<file path="src/rtl/input_ctrl_if.sv">
// Ingress bus bundle for input_ctrl: beat stream in, block grants, SRAM writes and queue pushes out.
interface input_ctrl_if #(
  parameter int PORTNUM        = 16,
  parameter int BLK_ADDR_WIDTH = 10,
  parameter int LEN_WIDTH      = 10,
  parameter int DATA_WIDTH     = 32
);
  localparam int PW = $clog2(PORTNUM);

  logic                      i_vld;
  logic                      i_sop;
  logic                      i_eop;
  logic [DATA_WIDTH-1:0]     i_data;
  logic                      o_in_rdy;
  logic                      o_blk_req;
  logic [BLK_ADDR_WIDTH-1:0] i_blk_addr;
  logic                      i_blk_addr_vld;
  logic                      o_wr_en;
  logic [BLK_ADDR_WIDTH+3:0] o_wr_addr;
  logic [DATA_WIDTH-1:0]     o_wr_data;
  logic                      o_que_vld;
  logic [PW-1:0]             o_que_port;
  logic [BLK_ADDR_WIDTH-1:0] o_que_blk_addr;
  logic                      o_que_first;
  logic [LEN_WIDTH-1:0]      o_len;
  logic                      o_len_vld;
  logic                      o_err;

  modport slave (
    input  i_vld, i_sop, i_eop, i_data, i_blk_addr, i_blk_addr_vld,
    output o_in_rdy, o_blk_req, o_wr_en, o_wr_addr, o_wr_data,
           o_que_vld, o_que_port, o_que_blk_addr, o_que_first, o_len, o_len_vld, o_err
  );

  modport master (
    output i_vld, i_sop, i_eop, i_data, i_blk_addr, i_blk_addr_vld,
    input  o_in_rdy, o_blk_req, o_wr_en, o_wr_addr, o_wr_data,
           o_que_vld, o_que_port, o_que_blk_addr, o_que_first, o_len, o_len_vld, o_err
  );
endinterface

</file>
<file path="src/rtl/input_ctrl.sv">
// Packet ingress: requests 64-byte blocks, writes beats into SRAM and pushes each filled block
// to the destination port queue. All outputs come straight from flops.
module input_ctrl #(
  parameter int PORTNUM        = 16,
  parameter int BLK_ADDR_WIDTH = 10,
  parameter int LEN_WIDTH      = 10,
  parameter int DATA_WIDTH     = 32,
  parameter int BLK_WORDS      = 16
) (
  input  logic         i_clk,
  input  logic         i_rst_n,
  input_ctrl_if.slave  bus
);
  localparam int PW = $clog2(PORTNUM);
  localparam int OW = $clog2(BLK_WORDS);
  localparam int AW = BLK_ADDR_WIDTH;
  localparam int CW = LEN_WIDTH + 1;

  typedef enum logic [2:0] {S_IDLE, S_REQ, S_WAIT_BLK, S_RECV, S_PUSH} state_t;
  state_t state_q, state_d;

  logic [DATA_WIDTH-1:0] hdr_q, hdr_d;
  logic [PW-1:0]         port_q, port_d;
  logic [LEN_WIDTH-1:0]  len_q, len_d;
  logic                  eop_q, eop_d;
  logic                  first_q, first_d;
  logic [AW-1:0]         blk_q, blk_d;
  logic [OW-1:0]         off_q, off_d;
  logic [CW-1:0]         wcnt_q, wcnt_d;

  logic                  in_rdy_q, in_rdy_d;
  logic                  blk_req_q, blk_req_d;
  logic                  wr_en_q, wr_en_d;
  logic [AW+OW-1:0]      wr_addr_q, wr_addr_d;
  logic [DATA_WIDTH-1:0] wr_data_q, wr_data_d;
  logic                  que_vld_q, que_vld_d;
  logic [PW-1:0]         que_port_q, que_port_d;
  logic [AW-1:0]         que_blk_q, que_blk_d;
  logic                  que_first_q, que_first_d;
  logic [LEN_WIDTH-1:0]  len_o_q, len_o_d;
  logic                  len_vld_q, len_vld_d;
  logic                  err_q, err_d;

  logic          acc, last_off;
  logic [CW-1:0] exp_words;

  assign acc       = bus.i_vld & in_rdy_q;
  assign last_off  = (off_q == OW'(BLK_WORDS - 1));
  // Header word plus payload, rounded up to whole words: ceil((len+4)/4).
  assign exp_words = ({1'b0, len_q} + CW'(7)) >> 2;

  always_ff @(posedge i_clk or negedge i_rst_n) begin
    if (!i_rst_n) state_q <= S_IDLE;
    else          state_q <= state_d;
  end

  always_comb begin
    state_d = state_q;
    case (state_q)
      S_IDLE:     if (acc && bus.i_sop) state_d = S_REQ;
      S_REQ:      state_d = S_WAIT_BLK;
      S_WAIT_BLK: if (bus.i_blk_addr_vld) state_d = eop_q ? S_PUSH : S_RECV;
      S_RECV:     if (acc && (bus.i_eop || last_off)) state_d = S_PUSH;
      S_PUSH:     state_d = eop_q ? S_IDLE : S_REQ;
      default:    state_d = S_IDLE;
    endcase
  end

  always_comb begin
    hdr_d       = hdr_q;
    port_d      = port_q;
    len_d       = len_q;
    eop_d       = eop_q;
    first_d     = first_q;
    blk_d       = blk_q;
    off_d       = off_q;
    wcnt_d      = wcnt_q;
    in_rdy_d    = (state_d == S_IDLE) || (state_d == S_RECV);
    blk_req_d   = 1'b0;
    wr_en_d     = 1'b0;
    wr_addr_d   = '0;
    wr_data_d   = '0;
    que_vld_d   = 1'b0;
    que_port_d  = '0;
    que_blk_d   = '0;
    que_first_d = 1'b0;
    len_o_d     = '0;
    len_vld_d   = 1'b0;
    err_d       = 1'b0;
    case (state_q)
      S_IDLE: begin
        if (acc) begin
          if (bus.i_sop) begin
            hdr_d   = bus.i_data;
            port_d  = bus.i_data[PW-1:0];
            len_d   = bus.i_data[16 +: LEN_WIDTH];
            eop_d   = bus.i_eop;
            first_d = 1'b1;
            wcnt_d  = CW'(1);
          end else begin
            err_d = 1'b1;
          end
        end
      end
      S_REQ: blk_req_d = 1'b1;
      S_WAIT_BLK: begin
        if (bus.i_blk_addr_vld) begin
          blk_d = bus.i_blk_addr;
          off_d = '0;
          // The header is held back until the first block exists, then lands at word 0.
          if (first_q) begin
            wr_en_d   = 1'b1;
            wr_addr_d = {bus.i_blk_addr, OW'(0)};
            wr_data_d = hdr_q;
            off_d     = OW'(1);
          end
        end
      end
      S_RECV: begin
        if (acc) begin
          wr_en_d   = 1'b1;
          wr_addr_d = {blk_q, off_q};
          wr_data_d = bus.i_data;
          off_d     = off_q + OW'(1);
          if (wcnt_q != '1) wcnt_d = wcnt_q + CW'(1);
          if (bus.i_sop) err_d = 1'b1;
          if (bus.i_eop) eop_d = 1'b1;
        end
      end
      S_PUSH: begin
        que_vld_d   = 1'b1;
        que_port_d  = port_q;
        que_blk_d   = blk_q;
        que_first_d = first_q;
        len_vld_d   = first_q;
        len_o_d     = first_q ? len_q : '0;
        err_d       = eop_q && (wcnt_q != exp_words);
        first_d     = 1'b0;
      end
      default: ;
    endcase
  end

  always_ff @(posedge i_clk or negedge i_rst_n) begin
    if (!i_rst_n) begin
      hdr_q       <= '0;
      port_q      <= '0;
      len_q       <= '0;
      eop_q       <= 1'b0;
      first_q     <= 1'b0;
      blk_q       <= '0;
      off_q       <= '0;
      wcnt_q      <= '0;
      in_rdy_q    <= 1'b0;
      blk_req_q   <= 1'b0;
      wr_en_q     <= 1'b0;
      wr_addr_q   <= '0;
      wr_data_q   <= '0;
      que_vld_q   <= 1'b0;
      que_port_q  <= '0;
      que_blk_q   <= '0;
      que_first_q <= 1'b0;
      len_o_q     <= '0;
      len_vld_q   <= 1'b0;
      err_q       <= 1'b0;
    end else begin
      hdr_q       <= hdr_d;
      port_q      <= port_d;
      len_q       <= len_d;
      eop_q       <= eop_d;
      first_q     <= first_d;
      blk_q       <= blk_d;
      off_q       <= off_d;
      wcnt_q      <= wcnt_d;
      in_rdy_q    <= in_rdy_d;
      blk_req_q   <= blk_req_d;
      wr_en_q     <= wr_en_d;
      wr_addr_q   <= wr_addr_d;
      wr_data_q   <= wr_data_d;
      que_vld_q   <= que_vld_d;
      que_port_q  <= que_port_d;
      que_blk_q   <= que_blk_d;
      que_first_q <= que_first_d;
      len_o_q     <= len_o_d;
      len_vld_q   <= len_vld_d;
      err_q       <= err_d;
    end
  end

  assign bus.o_in_rdy       = in_rdy_q;
  assign bus.o_blk_req      = blk_req_q;
  assign bus.o_wr_en        = wr_en_q;
  assign bus.o_wr_addr      = wr_addr_q;
  assign bus.o_wr_data      = wr_data_q;
  assign bus.o_que_vld      = que_vld_q;
  assign bus.o_que_port     = que_port_q;
  assign bus.o_que_blk_addr = que_blk_q;
  assign bus.o_que_first    = que_first_q;
  assign bus.o_len          = len_o_q;
  assign bus.o_len_vld      = len_vld_q;
  assign bus.o_err          = err_q;
endmodule

</file>
<file path="src/flat_wrapper.sv">
// flat-port wrapper written by rule: the top's interface ports become plain ports
module input_ctrl_flat 
#(
  parameter int PORTNUM        = 16,
  parameter int BLK_ADDR_WIDTH = 10,
  parameter int LEN_WIDTH      = 10,
  parameter int DATA_WIDTH     = 32,
  parameter int BLK_WORDS      = 16
)
  (i_clk, i_rst_n, bus_i_vld, bus_i_sop, bus_i_eop, bus_i_data, bus_i_blk_addr, bus_i_blk_addr_vld, bus_o_in_rdy, bus_o_blk_req, bus_o_wr_en, bus_o_wr_addr, bus_o_wr_data, bus_o_que_vld, bus_o_que_port, bus_o_que_blk_addr, bus_o_que_first, bus_o_len, bus_o_len_vld, bus_o_err);
  input_ctrl_if #(.PORTNUM(PORTNUM), .BLK_ADDR_WIDTH(BLK_ADDR_WIDTH), .LEN_WIDTH(LEN_WIDTH), .DATA_WIDTH(DATA_WIDTH)) bus_i ();
  input  logic i_clk;
  input  logic i_rst_n;
  input wire logic [$bits(bus_i.i_vld)-1:0] bus_i_vld;
  input wire logic [$bits(bus_i.i_sop)-1:0] bus_i_sop;
  input wire logic [$bits(bus_i.i_eop)-1:0] bus_i_eop;
  input wire logic [$bits(bus_i.i_data)-1:0] bus_i_data;
  input wire logic [$bits(bus_i.i_blk_addr)-1:0] bus_i_blk_addr;
  input wire logic [$bits(bus_i.i_blk_addr_vld)-1:0] bus_i_blk_addr_vld;
  output wire logic [$bits(bus_i.o_in_rdy)-1:0] bus_o_in_rdy;
  output wire logic [$bits(bus_i.o_blk_req)-1:0] bus_o_blk_req;
  output wire logic [$bits(bus_i.o_wr_en)-1:0] bus_o_wr_en;
  output wire logic [$bits(bus_i.o_wr_addr)-1:0] bus_o_wr_addr;
  output wire logic [$bits(bus_i.o_wr_data)-1:0] bus_o_wr_data;
  output wire logic [$bits(bus_i.o_que_vld)-1:0] bus_o_que_vld;
  output wire logic [$bits(bus_i.o_que_port)-1:0] bus_o_que_port;
  output wire logic [$bits(bus_i.o_que_blk_addr)-1:0] bus_o_que_blk_addr;
  output wire logic [$bits(bus_i.o_que_first)-1:0] bus_o_que_first;
  output wire logic [$bits(bus_i.o_len)-1:0] bus_o_len;
  output wire logic [$bits(bus_i.o_len_vld)-1:0] bus_o_len_vld;
  output wire logic [$bits(bus_i.o_err)-1:0] bus_o_err;
  assign bus_i.i_vld = bus_i_vld;
  assign bus_i.i_sop = bus_i_sop;
  assign bus_i.i_eop = bus_i_eop;
  assign bus_i.i_data = bus_i_data;
  assign bus_i.i_blk_addr = bus_i_blk_addr;
  assign bus_i.i_blk_addr_vld = bus_i_blk_addr_vld;
  assign bus_o_in_rdy = bus_i.o_in_rdy;
  assign bus_o_blk_req = bus_i.o_blk_req;
  assign bus_o_wr_en = bus_i.o_wr_en;
  assign bus_o_wr_addr = bus_i.o_wr_addr;
  assign bus_o_wr_data = bus_i.o_wr_data;
  assign bus_o_que_vld = bus_i.o_que_vld;
  assign bus_o_que_port = bus_i.o_que_port;
  assign bus_o_que_blk_addr = bus_i.o_que_blk_addr;
  assign bus_o_que_first = bus_i.o_que_first;
  assign bus_o_len = bus_i.o_len;
  assign bus_o_len_vld = bus_i.o_len_vld;
  assign bus_o_err = bus_i.o_err;
  input_ctrl #(.PORTNUM(PORTNUM), .BLK_ADDR_WIDTH(BLK_ADDR_WIDTH), .LEN_WIDTH(LEN_WIDTH), .DATA_WIDTH(DATA_WIDTH), .BLK_WORDS(BLK_WORDS)) u_core (.i_clk(i_clk), .i_rst_n(i_rst_n), .bus(bus_i));
endmodule
</file>
<file path="config.mk">
export PLATFORM = sky130hd
export DESIGN_NAME = input_ctrl_flat
export DESIGN_NICKNAME = d
export VERILOG_FILES = /design/src/rtl/input_ctrl_if.sv /design/src/rtl/input_ctrl.sv /design/src/flat_wrapper.sv
export SDC_FILE = /design/constraint.sdc
export NUM_CORES = 1
export LEC_CHECK = 0
export BUFFER_PORTS_ARGS = -buffer_cell sky130_fd_sc_hd__buf_2
export CORE_MARGIN = 5
export CORE_UTILIZATION = 45
export CTS_CLUSTER_SIZE = 8
export DETAILED_ROUTE_END_ITERATION = 12
export GPL_TIMING_DRIVEN = 0
export PLACE_DENSITY = 0.78
export SYNTH_ARGS = -nofsm -noshare
export SYNTH_HDL_FRONTEND = slang
export SYNTH_SLANG_ARGS = --single-unit
</file>
<file path="constraint.sdc">
create_clock -name i_clk -period 4.1 [get_ports i_clk]
set_clock_uncertainty 0.2 [all_clocks]
set_input_delay 0.41 -clock i_clk [delete_from_list [all_inputs] [get_ports i_clk]]
set_output_delay 0.41 -clock i_clk [all_outputs]
set_load 0.005 [all_outputs]
</file>
==> results of run 1 <==
final cells by class:
class                      instances  area, um^2
clock inverter                     7        66.3
multi-input combinational        315        1910
clock buffer                      25         485
sequential                       138        3450
timing repair buffer             149         895
inverter                           1        3.75
antenna                            1        2.50
tap                              147         184
fill                             967        4860
buffer                            31         146
power by group through the flow:
stage | Combinational, mW | Clock [mW] | Sequential, mW
after floorplan | 0.668 | 0 | 1.93
after global placement | 0.957 | 0 | 1.97
after detailed placement | 1.00 | 0 | 1.99
after CTS | 1.03 | 1.44 | 1.97
after global routing | 1.14 | 1.50 | 2.02
final | 1.03 | 1.42 | 1.98
flip-flops by register name, indices dropped and copies added, names as in the netlist:
name and flops:
u_core.bus.o_wr_data 32, u_core.hdr_q 20, u_core.bus.o_wr_addr 14, u_core.wcnt_q 11, u_core.blk_q 10, u_core.bus.o_len 10
u_core.bus.o_que_blk_addr 10, u_core.len_q 9, u_core.bus.o_que_port 4, u_core.off_q 4, u_core.port_q 3, u_core.state_q 3
u_core.bus.o_blk_req 1, u_core.bus.o_err 1, u_core.bus.o_in_rdy 1, u_core.bus.o_que_first 1, u_core.bus.o_que_vld 1, u_core.bus.o_wr_en 1
u_core.eop_q 1, u_core.first_q 1
cells by family (layout without fill, tap and decap cells):
logic type               count (synthesis)  in the layout
AO/OA/AOI/OAI                           71             71
XOR/XNOR                                17             17
adder cells (fa/ha/maj)                  2              2
buffers and inverters                   32            213
flip-flops                             138            138
multiplexers                            13             13
other                                    0              1
AND/OR/NAND/NOR                        212            212
cells in the mapped netlist (2+ instances only):
library cell and count:
or3_1 2, buf_4 4, xor2_1 11, or2_2 3, nand3b_1 4, mux2i_1 2, ha_1 2, nor3_1 10
and2_1 21, nand2_1 110, nand3_1 3, a21o_1 2, nor3b_1 4, a211oi_1 2, nand4_1 5, a31oi_1 2
a22o_1 43, buf_2 5, mux2_2 11, xnor2_1 6, and3_1 12, clkbuf_1 19, a21oi_1 6, nand4b_1 2
dfrtp_1 138, o31ai_1 2, o21ai_0 6, nor2_1 26
through the flow:
stage / setup slack, ns / area (um^2)
global route: 1.65 / 7150
finish: 1.76 / 7150
floorplan: 2.11 / 5510
global placement: 0.660 / 6320
detailed placement: 1.79 / 6350
CTS: 1.77 / 7140
worst paths after layout:
| path | startpoint | endpoint | cells after the start | slack (ns) |
|---|---|---|---|---|
| min in group asynchronous | i_rst_n | u_core.len_q[6]$_DFFE_PN0P_ | 2 | 0.27 |
| max | u_core.state_q[2]$_DFF_PN0_ | u_core.bus.o_wr_data[17]$_DFF_PN0_ | 6 | 1.76 |
| max in group asynchronous | i_rst_n | u_core.blk_q[6]$_DFFE_PN0P_ | 3 | 2.64 |
| min | bus_i_data[8] | u_core.hdr_q[8]$_DFFE_PN0P_ | 3 | 0.01 |
| max reg2reg | u_core.state_q[2]$_DFF_PN0_ | u_core.bus.o_wr_data[17]$_DFF_PN0_ | 6 | 1.76 |
| min reg2reg | u_core.hdr_q[4]$_DFFE_PN0P_ | u_core.hdr_q[4]$_DFFE_PN0P_ | 2 | 0.28 |
worst register-to-register path: stages (launching register included):
cell and delay (ns):
dfrtp_1 0.44, and4bb_2 0.31, buf_2 0.23, and2_1 0.15, buf_2 0.16, clkbuf_1 0.51
a22o_1 0.26
repair_timing:
item	4_1_cts	5_1_grt
buffers inserted	0	0
endpoints found under the hold margin	64	0
hold buffers	24	0
per-layer routing:
layer,share of wire [%],wire length (um)
met5,0.052,7
met4,1.6,217
met3,8.0,1080
met2,49,6550
met1,42,5610
==> key figures, run 1 <==
Outcome
  – Status: finished clean

Floorplanning
  – Die X: roughly 120 um
  – Number of core rows: 40
  – I/O pins: between 100 and 150
  – Die area: ~15000 um^2
  – Core Box Area: about 12000 um^2
  – Initial Utilization: 45.9%
  – Die span in y: 121 um

Yosys
  – Yosys cell types: 50
  – Combinational family with the most area after synthesis: simple AND/OR/NAND/NOR gates
  – Post-Synth XOR/XNOR Area: 2.70%
  – Post-synthesis mux area share: about 2.6%
  – Cells after synthesis: 485
  – Async S/R FF share, synth: 100%
  – Syn avg cell area: 11.4 um^2
  – Synth Area in Adders: less than 1%
  – Compound-Gate Fraction of Synth Area: between 10% and 20%
  – Post-synth EDFFs: 0
  – Syn Nets: around 540
  – Synthesis-stage register bit count: between 100 and 150
  – Synthesis Warnings: 0
  – Synth area leaders: dfrtp_1 63%, nand2_1 7.5%, a22o_1 6.8%, and2_1 2.4%, mux2_2 2.2%
  – Yosys top cell by area: dfrtp_1
  – Synth Area in Simple Gates: 18.4%
  – Syn Std Cell Area: 5510 um^2
  – Share of the synthesized area in the top cell type: ~63%
  – Top FF cell, synth: dfrtp_1
  – Seq/Total Area, Yosys: about 63%

Timing
  – Max-slew violations: 0
  – Final Cycle Share: 57.0%
  – Fmax: ~430 MHz
  – Hold_ws: around 0.011 ns
  – Min Tclk post-route: 2.34 ns
  – Setup_tns: 0 ns
  – Setup Viol. Count Final: 0
  – Final Hold Viols: 0
  – Worst-Margin Slew: roughly 0.64 ns
  – Relative slew slack: a little under three fifths
  – Unrepaired setup endpoints after global routing: false

Pwr
  – Leakage power: between 3 and 4 nW
  – Sequential share of power: 44.8%
  – Psw: between 1 and 1.5 mW
  – Clock power share: about a third
  – Power per cell area: slightly above 600 nW/um^2
  – Gate power share: ~23%
  – Largest vdd supply drop: between 0.2 and 0.3 mV
  – Power Total: between 4 and 5 mW
  – P_int: between 3 and 4 mW
  – Switching Share: 30.7%

Setup path
  – Data arrival, critical path: 2.49 ns
  – Crit-path max FO: 10
  – Cell mode on critical path: buf_2
  – Startpoint types: flip-flop
  – CP Class: flip-flop to flip-flop
  – Slowest cell on crit path: clkbuf_1
  – Max incr delay on CP: ~0.51 ns
  – Setup crit end kind: flip-flop
  – Critical-path cell list: and4bb_2 > buf_2 > and2_1 > buf_2 > clkbuf_1 > a22o_1
  – CP required: 4.25 ns
  – Crit path buffers/inverters: 3
  – Top cell family by delay on the critical path: buffers and inverters

Finish
  – Share of cells above drive strength 1: approximately 28%
  – Post-route insts no fill: ~800
  – Area growth from synthesis to layout: 29.6%
  – NumNets Final: 703
  – Most frequent cells in the layout: 138 x dfrtp_1, 128 x buf_2, 110 x nand2_1
  – Final core occ: 59.5%
  – Commonest non-fill, non-tap cell in the layout: dfrtp_1

Clock tree
  – CTS buffer count: 17
  – CTS Sinks: between 100 and 150
  – Max clock buf depth: 2
  – Clk Latency, worst-skew pair: 0.42 ns
  – Clk pin slew, worst setup/hold paths: 0.06 ns
  – CTS tree: yes
  – Post_cts resized: 0
  – CTS root buf: clkbuf_16
  – H-tree depth: 4

Place
  – Post-DP HPWL: around 9500 um
  – Dpl cells: approximately 760
  – GPL Wtd Cong: 0.800
  – # port buffers: between 100 and 150

Global routing
  – Total Routing Usage GR: 19.5%
  – Met3 GRT Util: 7.67%
  – First-pass GRT wire length: ~22000 um
  – Top Usage Layer GRT: met2
  – Initial antenna violation count: 2
  – Vias in the first global route: 4292
  – GRT overflow: 0
  – Largest net degree at the start of global routing: between 90 and 100
  – Global Route met2 Usage: approximately a third
  – Met1 usage: a little under a quarter

Detailed routing
  – Vias per cell: roughly 5.3
  – WL per Instance: 16.5 um
  – Initial DRC Count: between 300 and 400
  – DRC: 0
  – Post-DRT Antenna Nets: 0
  – 1st-pass router iterations: 5
  – Total number of vias: around 4300
  – Detailed Route WL: roughly 13000 um

Worst hold path
  – Hold WC Path Type: input port to flip-flop

Run
  – # Max-Cap Violations: 0
(Power assumes the default switching activity.)
==> run 2: changes to the inputs <==
==> constraint.sdc (replaced) <==
create_clock -name i_clk -period 2.3 [get_ports i_clk]
set_clock_uncertainty 0.2 [all_clocks]
set_input_delay 0.23 -clock i_clk [delete_from_list [all_inputs] [get_ports i_clk]]
set_output_delay 0.23 -clock i_clk [all_outputs]
set_load 0.005 [all_outputs]
==> run 2 against run 1 <==
  * Maximum frequency is 6.3% higher
  * Worst setup slack worse by 1.7 ns
  * Utilization is 1.9 points higher
  * Die area stayed put
  * Largest power group unchanged
  * Clock power is 77% higher
  * Clock-buffer cell count stayed put
  * Highest routed layer is now met4
  * Register-to-register slack worse by 1.7 ns
  * First-iteration DRC count stayed put
==> key figures, run 2 (same netlist as run 1, synthesis figures left out) <==
Clock tree
  – Postcts setup bufs: 0 (unchanged)
  – CTS root buf: clkbuf_16
  – CTS tree: yes
  – H-tree depth: 4 (unchanged)
  – CTS Sinks: 138 (unchanged)
  – Clk pin slew, worst setup/hold paths: 0.05 ns (about the same)
  – CTS buffer count: 17 (unchanged)
  – Max clock buf depth: 2 (unchanged)
  – Clk Latency, worst-skew pair: 0.42 ns (about the same)

Floorplanning
  – Die area: 14600 um^2 (unchanged)
  – Die X: 121 um (unchanged)
  – Number of core rows: 40 (unchanged)
  – I/O pins: 125 (unchanged)
  – Core Box Area: 12000 um^2 (unchanged)
  – Initial Utilization: 45.9% (unchanged)
  – Die span in y: 121 um (unchanged)

Pwr
  – Clock power share: 31.9% (about the same)
  – Power Total: 7.92 mW (+79%)
  – Switching Share: 30.7% (-0.034 points)
  – Largest vdd supply drop: 0.493 mV (+90%)
  – Sequential share of power: 44.5% (-0.3 points)
  – P_int: 5.49 mW (+79%)
  – Psw: 2.43 mW (+79%)
  – Gate power share: 23.6% (+0.4 points)
  – Leakage power: 3.90 nW (+3.1%)
  – Power per cell area: 1070 nW/um^2 (+74%)

Timing
  – Relative slew slack: 59.9% (+2.4 points)
  – Setup Viol. Count Final: 0 (unchanged)
  – Min Tclk post-route: 2.20 ns (-0.138 ns)
  – Unrepaired setup endpoints after global routing: false
  – Setup_tns: 0 ns (unchanged)
  – Final Hold Viols: 0 (unchanged)
  – Fmax: 455 MHz (+6.3%)
  – Max-slew violations: 0 (unchanged)
  – Min setup slack post-route: 0.103 ns (-1.66 ns)
  – Final Cycle Share: 95.5% (+39 points)
  – Worst-Margin Slew: 0.596 ns (-0.0404 ns)
  – Hold_ws: 0.0592 ns (+0.0483 ns)

Detailed routing
  – Post-DRT Antenna Nets: 0 (unchanged)
  – DRC: 0 (unchanged)
  – 1st-pass router iterations: 6 (+1)
  – Vias per cell: 5.23 (-0.85%)
  – Total number of vias: 4360 (+1.6%)
  – WL per Instance: 16.6 um (+0.21%)
  – Initial DRC Count: 301 (unchanged)
  – Detailed Route WL: 13800 um (+2.7%)

Worst hold path
  – Hold Crit Start: bus_i_blk_addr_vld
  – Hold WC Path Type: input port to flip-flop

Outcome
  – Status: finished clean

Global routing
  – Total Routing Usage GR: 20.0% (+0.49 points)
  – Initial antenna violation count: 1 (-1)
  – Vias in the first global route: 4437 (+3.4%)
  – GRT overflow: 0 (unchanged)
  – Largest net degree at the start of global routing: 98 (unchanged)
  – First-pass GRT wire length: 22200 um (+2.8%)

Finish
  – Most frequent cells in the layout: 138 x dfrtp_1, 128 x buf_2, 110 x nand2_1
  – Max reg flops: 32 (unchanged)
  – Post-route insts no fill: 834 (+2.5%)
  – Final core occ: 61.4% (+1.9 points)
  – Share of cells above drive strength 1: 28.3% (+0.65 points)
  – NumNets Final: 723 (+2.8%)
  – Post-route cell area: 7370 um^2 (+3.1%)
  – Commonest non-fill, non-tap cell in the layout: dfrtp_1
  – Area growth from synthesis to layout: 33.7%

Place
  – Post-Place Worst Slack: -0.0123 ns (-1.80 ns)
  – Placed instance area: 6350 um^2 (unchanged)
  – GPL Wtd Cong: 0.800 (unchanged)
  – Dpl cells: 757 (unchanged)
  – Post-DP HPWL: 9510 um (unchanged)
  – # port buffers: 124 (unchanged)

Setup path
  – Crit-path max FO: 10 (unchanged)
  – Setup crit end kind: flip-flop
  – CP Class: flip-flop to flip-flop
  – CP required: 2.41 ns (-1.84 ns)
  – R2r startpoint: u_core.state_q[0]$_DFF_PN0_
  – Startpoint types: flip-flop
  – CP Launch Point: u_core.state_q[0]$_DFF_PN0_
  – Data arrival, critical path: 2.31 ns (-0.18 ns)

Run
  – # Max-Cap Violations: 0 (unchanged)
## run 2: cell count changes in the layout (fill, tap and decap cells not counted)
cell,before,now
a211oi_1,2,1
a211oi_2,0,1
clkbuf_1,24,14
clkbuf_2,1,10
dlygate4sd3_1,24,45
## run 2: path summary, 6_finish.rpt
check                                                    end  slack, ns  cells past startpoint
worst min-delay path             u_core.state_q[1]$_DFF_PN0_       0.06                      4
worst max register to register  u_core.port_q[2]$_DFFE_PN0P_       0.10                      7
max in group asynchronous        u_core.blk_q[6]$_DFFE_PN0P_       1.03                      3
worst max-delay path            u_core.port_q[2]$_DFFE_PN0P_       0.10                      7
worst min register to register   u_core.hdr_q[4]$_DFFE_PN0P_       0.28                      2
min in group asynchronous        u_core.len_q[6]$_DFFE_PN0P_       0.09                      2
## run 2: what timing repair did
action	CTS	global route
cloned	0	0
endpoints found under the hold margin	153	0
endpoints found under the setup margin	4	53
hold buffers	45	0
resized for setup	1	17
## run 2: critical path: stages, from the launching register on
cell,delay [ns]
dfrtp_1,0.39
buf_6,0.14
or3b_4,0.40
or2_2,0.30
buf_2,0.18
clkbuf_1,0.27
nand2_1,0.14
nand2_1,0.06
## run 2: area by class of cell
type	instances	area (um^2)
Clock inverter	7	66.3
Fill cell	935	4640
Clock buffer	25	485
Buffer	30	154
Sequential cell	138	3450
Inverter	1	3.75
Timing Repair Buffer	170	1100
Multi-Input combinational cell	315	1920
Tap cell	147	184
Antenna cell	1	2.50
## run 2: layer usage
layer / global-route usage [%] / vias to the layer above / routed length [um]
met5: 0 / - / 0
met4: 8.00 / 0 / 263
met2: 33.3 / 144 / 6830
li1: - / 2036 / -
met3: 7.39 / 24 / 1070
met1: 23.4 / 2156 / 5660
## run 2: power by group through the flow
| stage | Clock, mW | Sequential (mW) | Combinational (mW) |
|---|---|---|---|
| 2_1_floorplan | 0 | 3.43 | 1.19 |
| 3_3_place_gp | 0 | 3.51 | 1.71 |
| 3_5_place_dp | 0 | 3.55 | 1.79 |
| 4_1_cts | 2.56 | 3.52 | 1.87 |
| 5_1_grt | 2.67 | 3.61 | 2.08 |
| 6_report | 2.52 | 3.53 | 1.87 |
